**src/rtl/connect4_pkg.sv**
```systemverilog
// Shared constants, cell/winner codes and FSM state encoding for the 4x4 Connect4 turn controller.
package connect4_pkg;

  localparam int          NUM_ROWS    = 4;
  localparam int          NUM_COLS    = 4;
  localparam logic [4:0]  POS_INVALID = 5'b11111;
  localparam logic [4:0]  MAX_MOVES   = 5'd16;
  localparam logic [2:0]  COL_FULL    = 3'd4;

  localparam logic [1:0]  CELL_EMPTY  = 2'b00;
  localparam logic [1:0]  CELL_A      = 2'b01;
  localparam logic [1:0]  CELL_B      = 2'b10;

  localparam logic [1:0]  WIN_NONE    = 2'b00;
  localparam logic [1:0]  WIN_A       = 2'b01;
  localparam logic [1:0]  WIN_B       = 2'b10;
  localparam logic [1:0]  WIN_DRAW    = 2'b11;

  typedef enum logic [2:0] {
    IDLE    = 3'd0,
    DROP    = 3'd1,
    CHECK   = 3'd2,
    RELEASE = 3'd3,
    OVER    = 3'd4
  } state_t;

  // Player 0 plays A pieces, player 1 plays B pieces; winner codes share the encoding.
  function automatic logic [1:0] player_cell(input logic player);
    return player ? CELL_B : CELL_A;
  endfunction

endpackage

```
**src/rtl/connect4_win_checker.sv**
```systemverilog
// Combinational 4-in-a-row detector: flags a win when any row, column or main diagonal
// of the 4x4 board is entirely filled with the given cell code.
module connect4_win_checker
  import connect4_pkg::*;
(
  input  logic [31:0] board_state,
  input  logic [1:0]  cell_code,
  output logic        win
);

  logic [15:0] own;

  always_comb begin
    own = '0;
    for (int p = 0; p < 16; p++) begin
      own[p] = (board_state[2*p +: 2] == cell_code);
    end
  end

  assign win = (&own[3:0])   | (&own[7:4])  | (&own[11:8]) | (&own[15:12])
             | (own[0] & own[4] & own[8]  & own[12])
             | (own[1] & own[5] & own[9]  & own[13])
             | (own[2] & own[6] & own[10] & own[14])
             | (own[3] & own[7] & own[11] & own[15])
             | (own[0] & own[5] & own[10] & own[15])
             | (own[3] & own[6] & own[9]  & own[12]);

endmodule

```
**src/rtl/connect4_turn_controller.sv**
```systemverilog
// Move sequencer for 4x4 Connect4: samples column buttons, drops pieces into the board
// register, alternates players and detects win/draw. One move per press (RELEASE waits for 1111).
module connect4_turn_controller
  import connect4_pkg::*;
#(
  parameter logic FIRST_PLAYER = 1'b0
) (
  input  logic        clk,
  input  logic        rst_n,
  input  logic [3:0]  btn_n,
  input  logic        new_game,
  output logic        drop_valid,
  output logic [4:0]  drop_position,
  output logic [31:0] board_state,
  output logic        current_player,
  output logic        illegal_move,
  output logic        game_over,
  output logic [1:0]  winner
);

  state_t                     state_q,  state_d;
  logic [1:0]                 col_q,    col_d;
  logic [31:0]                board_q,  board_d;
  logic [NUM_COLS-1:0][2:0]   height_q, height_d;
  logic [4:0]                 move_q,   move_d;
  logic                       player_q, player_d;
  logic                       illegal_q, illegal_d;
  logic [1:0]                 winner_q, winner_d;

  logic       btn_one;
  logic [1:0] btn_col;
  logic [3:0] drop_cell;
  logic       win;

  // Anything other than exactly one low bit is treated as no press at all.
  always_comb begin
    btn_one = 1'b1;
    btn_col = 2'd0;
    case (btn_n)
      4'b1110: btn_col = 2'd0;
      4'b1101: btn_col = 2'd1;
      4'b1011: btn_col = 2'd2;
      4'b0111: btn_col = 2'd3;
      default: btn_one = 1'b0;
    endcase
  end

  // In DROP the latched column is never full, so its height fits in two bits.
  assign drop_cell = {height_q[col_q][1:0], col_q};

  connect4_win_checker u_win_checker (
    .board_state (board_q),
    .cell_code   (player_cell(player_q)),
    .win         (win)
  );

  always_comb begin
    state_d   = state_q;
    col_d     = col_q;
    board_d   = board_q;
    height_d  = height_q;
    move_d    = move_q;
    player_d  = player_q;
    illegal_d = 1'b0;
    winner_d  = winner_q;
    case (state_q)
      IDLE: begin
        if (btn_one) begin
          if (height_q[btn_col] < COL_FULL) begin
            col_d   = btn_col;
            state_d = DROP;
          end else begin
            illegal_d = 1'b1;
            state_d   = RELEASE;
          end
        end
      end
      DROP: begin
        board_d[{drop_cell, 1'b0} +: 2] = player_cell(player_q);
        if (height_q[col_q] < COL_FULL) height_d[col_q] = height_q[col_q] + 3'd1;
        if (move_q < MAX_MOVES)         move_d = move_q + 5'd1;
        state_d = CHECK;
      end
      CHECK: begin
        // A win on the last free cell outranks the draw.
        if (win) begin
          winner_d = player_cell(player_q);
          state_d  = OVER;
        end else if (move_q == MAX_MOVES) begin
          winner_d = WIN_DRAW;
          state_d  = OVER;
        end else begin
          player_d = ~player_q;
          state_d  = RELEASE;
        end
      end
      RELEASE: begin
        if (btn_n == 4'b1111) state_d = IDLE;
      end
      OVER: begin
        state_d = OVER;
      end
      default: state_d = IDLE;
    endcase
  end

  always_ff @(posedge clk or negedge rst_n) begin
    if (!rst_n) begin
      state_q   <= IDLE;
      col_q     <= 2'd0;
      board_q   <= '0;
      height_q  <= '0;
      move_q    <= 5'd0;
      player_q  <= FIRST_PLAYER;
      illegal_q <= 1'b0;
      winner_q  <= WIN_NONE;
    end else if (new_game) begin
      state_q   <= IDLE;
      col_q     <= 2'd0;
      board_q   <= '0;
      height_q  <= '0;
      move_q    <= 5'd0;
      player_q  <= FIRST_PLAYER;
      illegal_q <= 1'b0;
      winner_q  <= WIN_NONE;
    end else begin
      state_q   <= state_d;
      col_q     <= col_d;
      board_q   <= board_d;
      height_q  <= height_d;
      move_q    <= move_d;
      player_q  <= player_d;
      illegal_q <= illegal_d;
      winner_q  <= winner_d;
    end
  end

  assign drop_valid     = (state_q == DROP);
  assign drop_position  = (state_q == DROP) ? {1'b0, drop_cell} : POS_INVALID;
  assign board_state    = board_q;
  assign current_player = player_q;
  assign illegal_move   = illegal_q;
  assign game_over      = (state_q == OVER);
  assign winner         = winner_q;

endmodule

```
**config.mk**
```make
export PLATFORM = sky130hd
export DESIGN_NAME = connect4_turn_controller
export DESIGN_NICKNAME = d
export VERILOG_FILES = /design/src/rtl/connect4_pkg.sv /design/src/rtl/connect4_win_checker.sv /design/src/rtl/connect4_turn_controller.sv
export SDC_FILE = /design/constraint.sdc
export NUM_CORES = 1
export LEC_CHECK = 0
export ABC_AREA = 1
export CORE_MARGIN = 2
export CORE_UTILIZATION = 59
export DETAILED_ROUTE_END_ITERATION = 16
export PLACE_DENSITY = 0.83
export SKIP_CTS_REPAIR_TIMING = 1
export SYNTH_ARGS = -nofsm -noshare
export SYNTH_HDL_FRONTEND = slang
export SYNTH_SLANG_ARGS = --single-unit
```
**constraint.sdc**
```tcl
create_clock -name clk -period 3.6 [get_ports clk]
set_input_delay 0.54 -clock clk [delete_from_list [all_inputs] [get_ports clk]]
set_output_delay 0.54 -clock clk [all_outputs]
set_load 0.01 [all_outputs]
```
* Word level (Yosys, flattened, before mapping)
Cells that the tools add are included.
** Cells by class
- Add/subtract/negate cells :: 3
- Equal/unequal tests :: 30
- Reduce and logical (&&, ||, !) cells :: 21
- Shifts and indexed selects :: 2
- $lt $le $gt $ge :: 6
- Bitwise logic cells :: 28
- Mux-type cells :: 43
** Operator list (count)
- two-way mux 32 bit :: 2
- two-way mux 12 bit :: 3
- bitwise mux 32 bit :: 1
- == test 2 bit :: 16
- variable shift 2 x 7 -> 32 bit, first input constant :: 1
- variable part select 2 x 7 -> 32 bit :: 1
- two-way mux 3 bit :: 8
- two-way mux 2 bit :: 10
- two-way mux 5 bit :: 4
- bitwise AND 1 bit :: 18
- == test 4 bit, second input constant :: 4
- AND reduction 4 bit :: 4
- case mux 3 bit (5 select lines) :: 1
- nonzero test 2 bit :: 7
- binary-select mux 3 bit (select 2 bit) :: 2
- bitwise mux 12 bit :: 1
- two-way mux 1 bit :: 9
- bitwise OR 1 bit :: 9
- AND reduction 2 bit :: 4
- negator 5 -> 7 bit :: 1
- demux 3 bit (select 2 bit) :: 1
- == test 3 x 2 -> 1 bit, second input constant :: 2
- less-than comparator 2 x 3 -> 1 bit, second input constant :: 2
- less-than comparator 3 bit, second input constant :: 2
- other kinds (17) :: 20
** Storage, ports and cells
- Register bits after elaboration :: 58
- Output and inout bits :: 43
- Bits of input ports :: 7

* Logic depth before layout (Yosys ltp)
- Word-level depth :: 15
- Gate-level depth with buffers :: 15
- Gate-level depth less buffers :: 15

* Hierarchy
From an unflattened synthesis, not the netlist that was laid out.
** Second synthesis, totals
- Cells, all modules :: 564
- Area total of the unflattened synthesis :: 4032.6 um^2
** By module, submodules not included
- connect4_turn_controller :: cells each 424, times used 1, area each 3362.0 um^2, seq. area each 1451.4 um^2
- connect4_win_checker :: cells each 140, times used 1, area each 670.6 um^2, seq. area each 0.0 um^2

* Worst setup path after synthesis
OpenSTA, ideal clock, no wires.
- Path type :: register to register
- From :: register col_q[0]
- To :: register board_q[13], in the netlist board_state[13]
- Library setup time :: 0.101 ns
- Path slack :: 1.145 ns
- Cell stages (with the launch flop) :: 13
- Path buffers :: 2
- Data required time :: 3.499 ns
- Arrival :: 2.354 ns
- Path through :: dfrtp_1 -> buf_6 -> inv_4 -> buf_2 -> nand2_1 -> a31oi_1 -> inv_1 -> ha_1 -> inv_1 -> nand2_1 -> nor2_1 -> nand2_1 -> o32ai_1
** Between the ends
- Cells in the longest elaborated chain, start to end :: 7
- Elaborated cells on any way between the ends :: 8
- Those cells by class :: add/sub (1); shift (2); mux (5)
** Ends and longest elaborated chain
- start: declaration :: line connect4_turn_controller.sv:22 : logic [1:0] col_q, col_d;
- start signal: assignment :: line connect4_turn_controller.sv:128 : col_q <= col_d;
- binary-select mux 3 bit (select 2 bit) :: line connect4_turn_controller.sv:49 : assign drop_cell = {height_q[col_q][1:0], col_q};
- two-way mux 3 bit
- negator 5 -> 7 bit * :: line connect4_turn_controller.sv:79 : board_d[{drop_cell, 1'b0} +: 2] = player_cell(player_q);
- variable part select 2 x 7 -> 32 bit or variable shift 2 x 7 -> 32 bit (tied branches) :: line connect4_turn_controller.sv:79
- bitwise mux 32 bit * :: line connect4_turn_controller.sv:79
- two-way mux 32 bit * :: line connect4_turn_controller.sv:66 : case (state_q)
- two-way mux 32 bit * :: line connect4_turn_controller.sv:117 : end else if (new_game) begin
- end signal: assignment :: line connect4_turn_controller.sv:129 : board_q <= board_d;
- end: declaration :: line connect4_turn_controller.sv:23 : logic [31:0] board_q, board_d;
Every way passes the cells marked *; elsewhere a longest branch is shown, timed or not. The select of a mux whose other input is x is not followed.
A chain may end at the register's enable or synchronous reset.

* Final worst setup path
- From :: register col_q[0]
- To :: output drop_position[2]
** Between the ends
- Cells in the longest elaborated chain, start to end :: 3
** Ends and longest elaborated chain
- binary-select mux 3 bit (select 2 bit) :: line connect4_turn_controller.sv:49
- two-way mux 3 bit
- two-way mux 5 bit :: line connect4_turn_controller.sv:139 : assign drop_position = (state_q == DROP) ? {1'b0, drop_cell} : POS_INVALID;
- end: declaration :: line connect4_turn_controller.sv:13 : output logic [4:0] drop_position,
Every way passes these cells. The select of a mux whose other input is x is not followed.

==> flow_summary_export.csv <==
group,metric,value,unit
yosys,yosys.area_share.xor_xnor,0.234,%
clock_network,path_clk_slew,0.07,ns
timing,grt_setup_unrepaired,"false",
floorplanning,die_area,6990,sq um
yosys,synth_simple_gate_area_share,33.6,%
yosys,ys_warn_count,0,
yosys,synth_largest_area_cell,"dfrtp_1",
timing,fin_skew,0.00631,ns
drt,drt_pass1_iterations,5,
yosys,synthMuxAreaShare,0,%
yosys,avgSynthCellArea,6.79,sq um
timing,drv_slew,0,
place,portBuffers,49,
worst_setup_path,arrival,2.44,ns
floorplanning,die_h,83.6,um
yosys,synth_ff_type,"dfrtp_1",
yosys,async_flop_share,100,%
timing,min_period,2.98,ns
worst_setup_path,crit_type,"flop to output port",
drt,route.detailed.drc,0,
timing,max_slew_margin,34.5,%
hold_path,min-delay-path-class,"input pin to asynchronous set/reset pin",
drt,drt_wl_total,9.95,mm
yosys,netlist_instances,551,
clock_network,htree_levels,3,
timing,timing.fmax,336,MHz
yosys,synth_top_area_share,38.8,%
worst_setup_path,critPathLaunchType,"flop",
yosys,netlist_area,3740,sq um
drt,ant_nets,0,
timing,tightest_slew,0.982,ns
global_routing,antenna_found_initial,0,
global_routing,grt_pass1_vias,3790,
timing,fin_crit_sh,82.6,%
floorplanning,rows,29,
finish,layout.nets,620,
yosys,synthAdderAreaFrac,4.01,%
place,post_dp_cell_area,4280,sq um
yosys,yosysUniqueCellTypes,35,
timing,setup_tns,0,ns
global_routing,overflow,0,
clock_network,insertion_delay,0.35,ns
yosys,synth-seq-cells,58,
worst_setup_path,crit_fanout,16,
worst_setup_path,end_kind,"output port",
finish,post-route-cell-area,4510,sq um
place,dp_hpwl,7.18,mm
power,power_density,563,nW/um^2
global_routing,grt_usage,29.7,%
yosys,synth_top_family_by_area,"simple AND/OR/NAND/NOR gates",
floorplanning,die_x,83.6,um
timing,hold_violations,0,
run,drv_cap,0,
place,gp_congestion,0.877,
finish,syn2layout_area_growth,20.7,%
floorplanning,ioPinCount,50,
yosys,yosysSeqAreaShare,38.8,%
drt,vias,3927,
yosys,synth_edf_count,0,
yosys,synth-compound-area-share,12.6,%
finish,n_antenna_cell,0,
clock_network,root_buffer,"clkbuf_8",
floorplanning,core-area,6240,sq um
clock_network,cts_tree,"built",
yosys,synth.area.top_cells,"dfrtp_1, nand2_1, inv_1",
timing,finalSetupViolations,0,
clock_network,cts_sinks,58,
drt,wl_per_cell,14.6,um
global_routing,grt_pass1_wl,16.8,mm
drt,drt_iter0_markers,399,
power,cellLeakagePower,2.05,nW
yosys,syn-num-nets,570,
finish,drive_above_1_share,6.93,%
drt,viasPerCell,5.75,
global_routing,grt_max_degree,44,
power,irDropWorstVdd,0.000291,V
clock_network,cts_buffer_depth,2,
outcome,outcome,"complete, no violations",
floorplanning,start_util,59.9,%
worst_setup_path,crit_required,3.06,ns
clock_network,cts_buffers,9,
synth_stat cells, types with 2 or more instances:
library cell / n
inv_1: 72
nand3_1: 47
o22ai_1: 8
inv_2: 8
buf_6: 2
nand2_1: 170
a21oi_1: 18
o21ai_1: 22
nor3_1: 13
a211oi_1: 2
nor3_2: 4
ha_1: 12
a31oi_1: 2
o32ai_1: 2
nor2_1: 47
clkbuf_1: 5
buf_2: 6
nand4_1: 9
nor2_2: 2
o211ai_1: 2
inv_4: 2
dfrtp_1: 58
o21ai_0: 26
registers in the layout, indices dropped and copies added, names as in the netlist:
register        flops
state_q             3
current_player      1
col_q               2
move_q              5
winner              2
illegal_move        1
board_state        32
height_q           12
final timing paths:
path	startpoint	end	slack [ns]	cells past startpoint
max	col_q[0]	drop_position[2]	0.62	6
min reg2reg	winner[1]	winner[1]	0.50	2
min in group clk	winner[1]	winner[1]	0.50	2
max reg2reg	col_q[0]	board_state[2]	0.71	12
min	rst_n	height_q[1]	0.35	1
max in group asynchronous	rst_n	col_q[1]	2.47	2
cell usage in the layout, fill, tap and decap left out, types with 2 or more instances in the layout:
| master | Yosys | routed |
|---|---|---|
| nor2_2 | 2 | 2 |
| o21ai_1 | 22 | 22 |
| a21oi_1 | 18 | 18 |
| nand3_1 | 47 | 47 |
| nor3_1 | 13 | 13 |
| nand4_1 | 9 | 9 |
| nor2_1 | 47 | 47 |
| inv_4 | 2 | 2 |
| inv_1 | 72 | 72 |
| o32ai_1 | 2 | 2 |
| clkbuf_8 | 0 | 12 |
| a31oi_1 | 2 | 2 |
| nor3_2 | 4 | 4 |
| nand2_1 | 170 | 170 |
| o22ai_1 | 8 | 8 |
| o211ai_1 | 2 | 2 |
| o21ai_0 | 26 | 26 |
| a211oi_1 | 2 | 2 |
| bufinv_16 | 0 | 2 |
| ha_1 | 12 | 12 |
| clkdlybuf4s50_1 | 0 | 48 |
| inv_2 | 8 | 8 |
| buf_4 | 1 | 5 |
| dfrtp_1 | 58 | 58 |
power by group:
| part | switching, mW | internal [mW] |
|---|---|---|
| registers | 0.0520 | 0.700 |
| clock network | 0.267 | 0.445 |
| logic | 0.759 | 0.321 |
worst max-delay path, stage by stage (launching register included):
cell and delay (ns):
dfrtp_1 0.56, inv_4 0.25, a21oi_1 0.11, a31oi_1 0.37, inv_1 0.15, nand2_1 0.11, clkdlybuf4s50_1 0.54
stage by stage:
stage	hold WS, ns	total power, mW	instances	setup WS [ns]	utilization (%)
detailed placement	0.478	1.82	667	0.824	68.5
global route	0.417	2.70	683	0.423	72.3
global placement	0.467	1.78	667	1.02	68.5
floorplan	0.244	1.50	551	1.14	-
CTS	0.375	2.53	683	0.659	72.3
finish	0.352	2.54	683	0.625	72.3
layout make-up:
| cell class | count | area [sq um] |
|---|---|---|
| clock buffers | 12 | 165 |
| clock inverters | 4 | 72.6 |
| fillers | 532 | 1730 |
| inverters | 83 | 317 |
| multi-input cells | 395 | 1890 |
| flip-flops and latches | 58 | 1450 |
| well taps | 77 | 96.3 |
| repair buffers | 54 | 523 |
cells by family after synthesis:
| kind of cell | count (synthesis) |
|---|---|
| AO/OA/AOI/OAI | 86 |
| XOR/XNOR | 1 |
| adder cells (fa/ha/maj) | 12 |
| buffers and inverters | 98 |
| flip-flops | 58 |
| AND/OR/NAND/NOR | 296 |
per-layer routing:
| metal | up-vias | share of wire (%) | GRT usage, % |
|---|---|---|---|
| met5 | - | 0 | 0 |
| met4 | 0 | 3.1 | 14.8 |
| met3 | 40 | 6.8 | 5.74 |
| met2 | 180 | 50 | 50.5 |
| met1 | 1832 | 40 | 36.0 |
| li1 | 1875 | - | - |
Power figures use the tool's default switching activity.
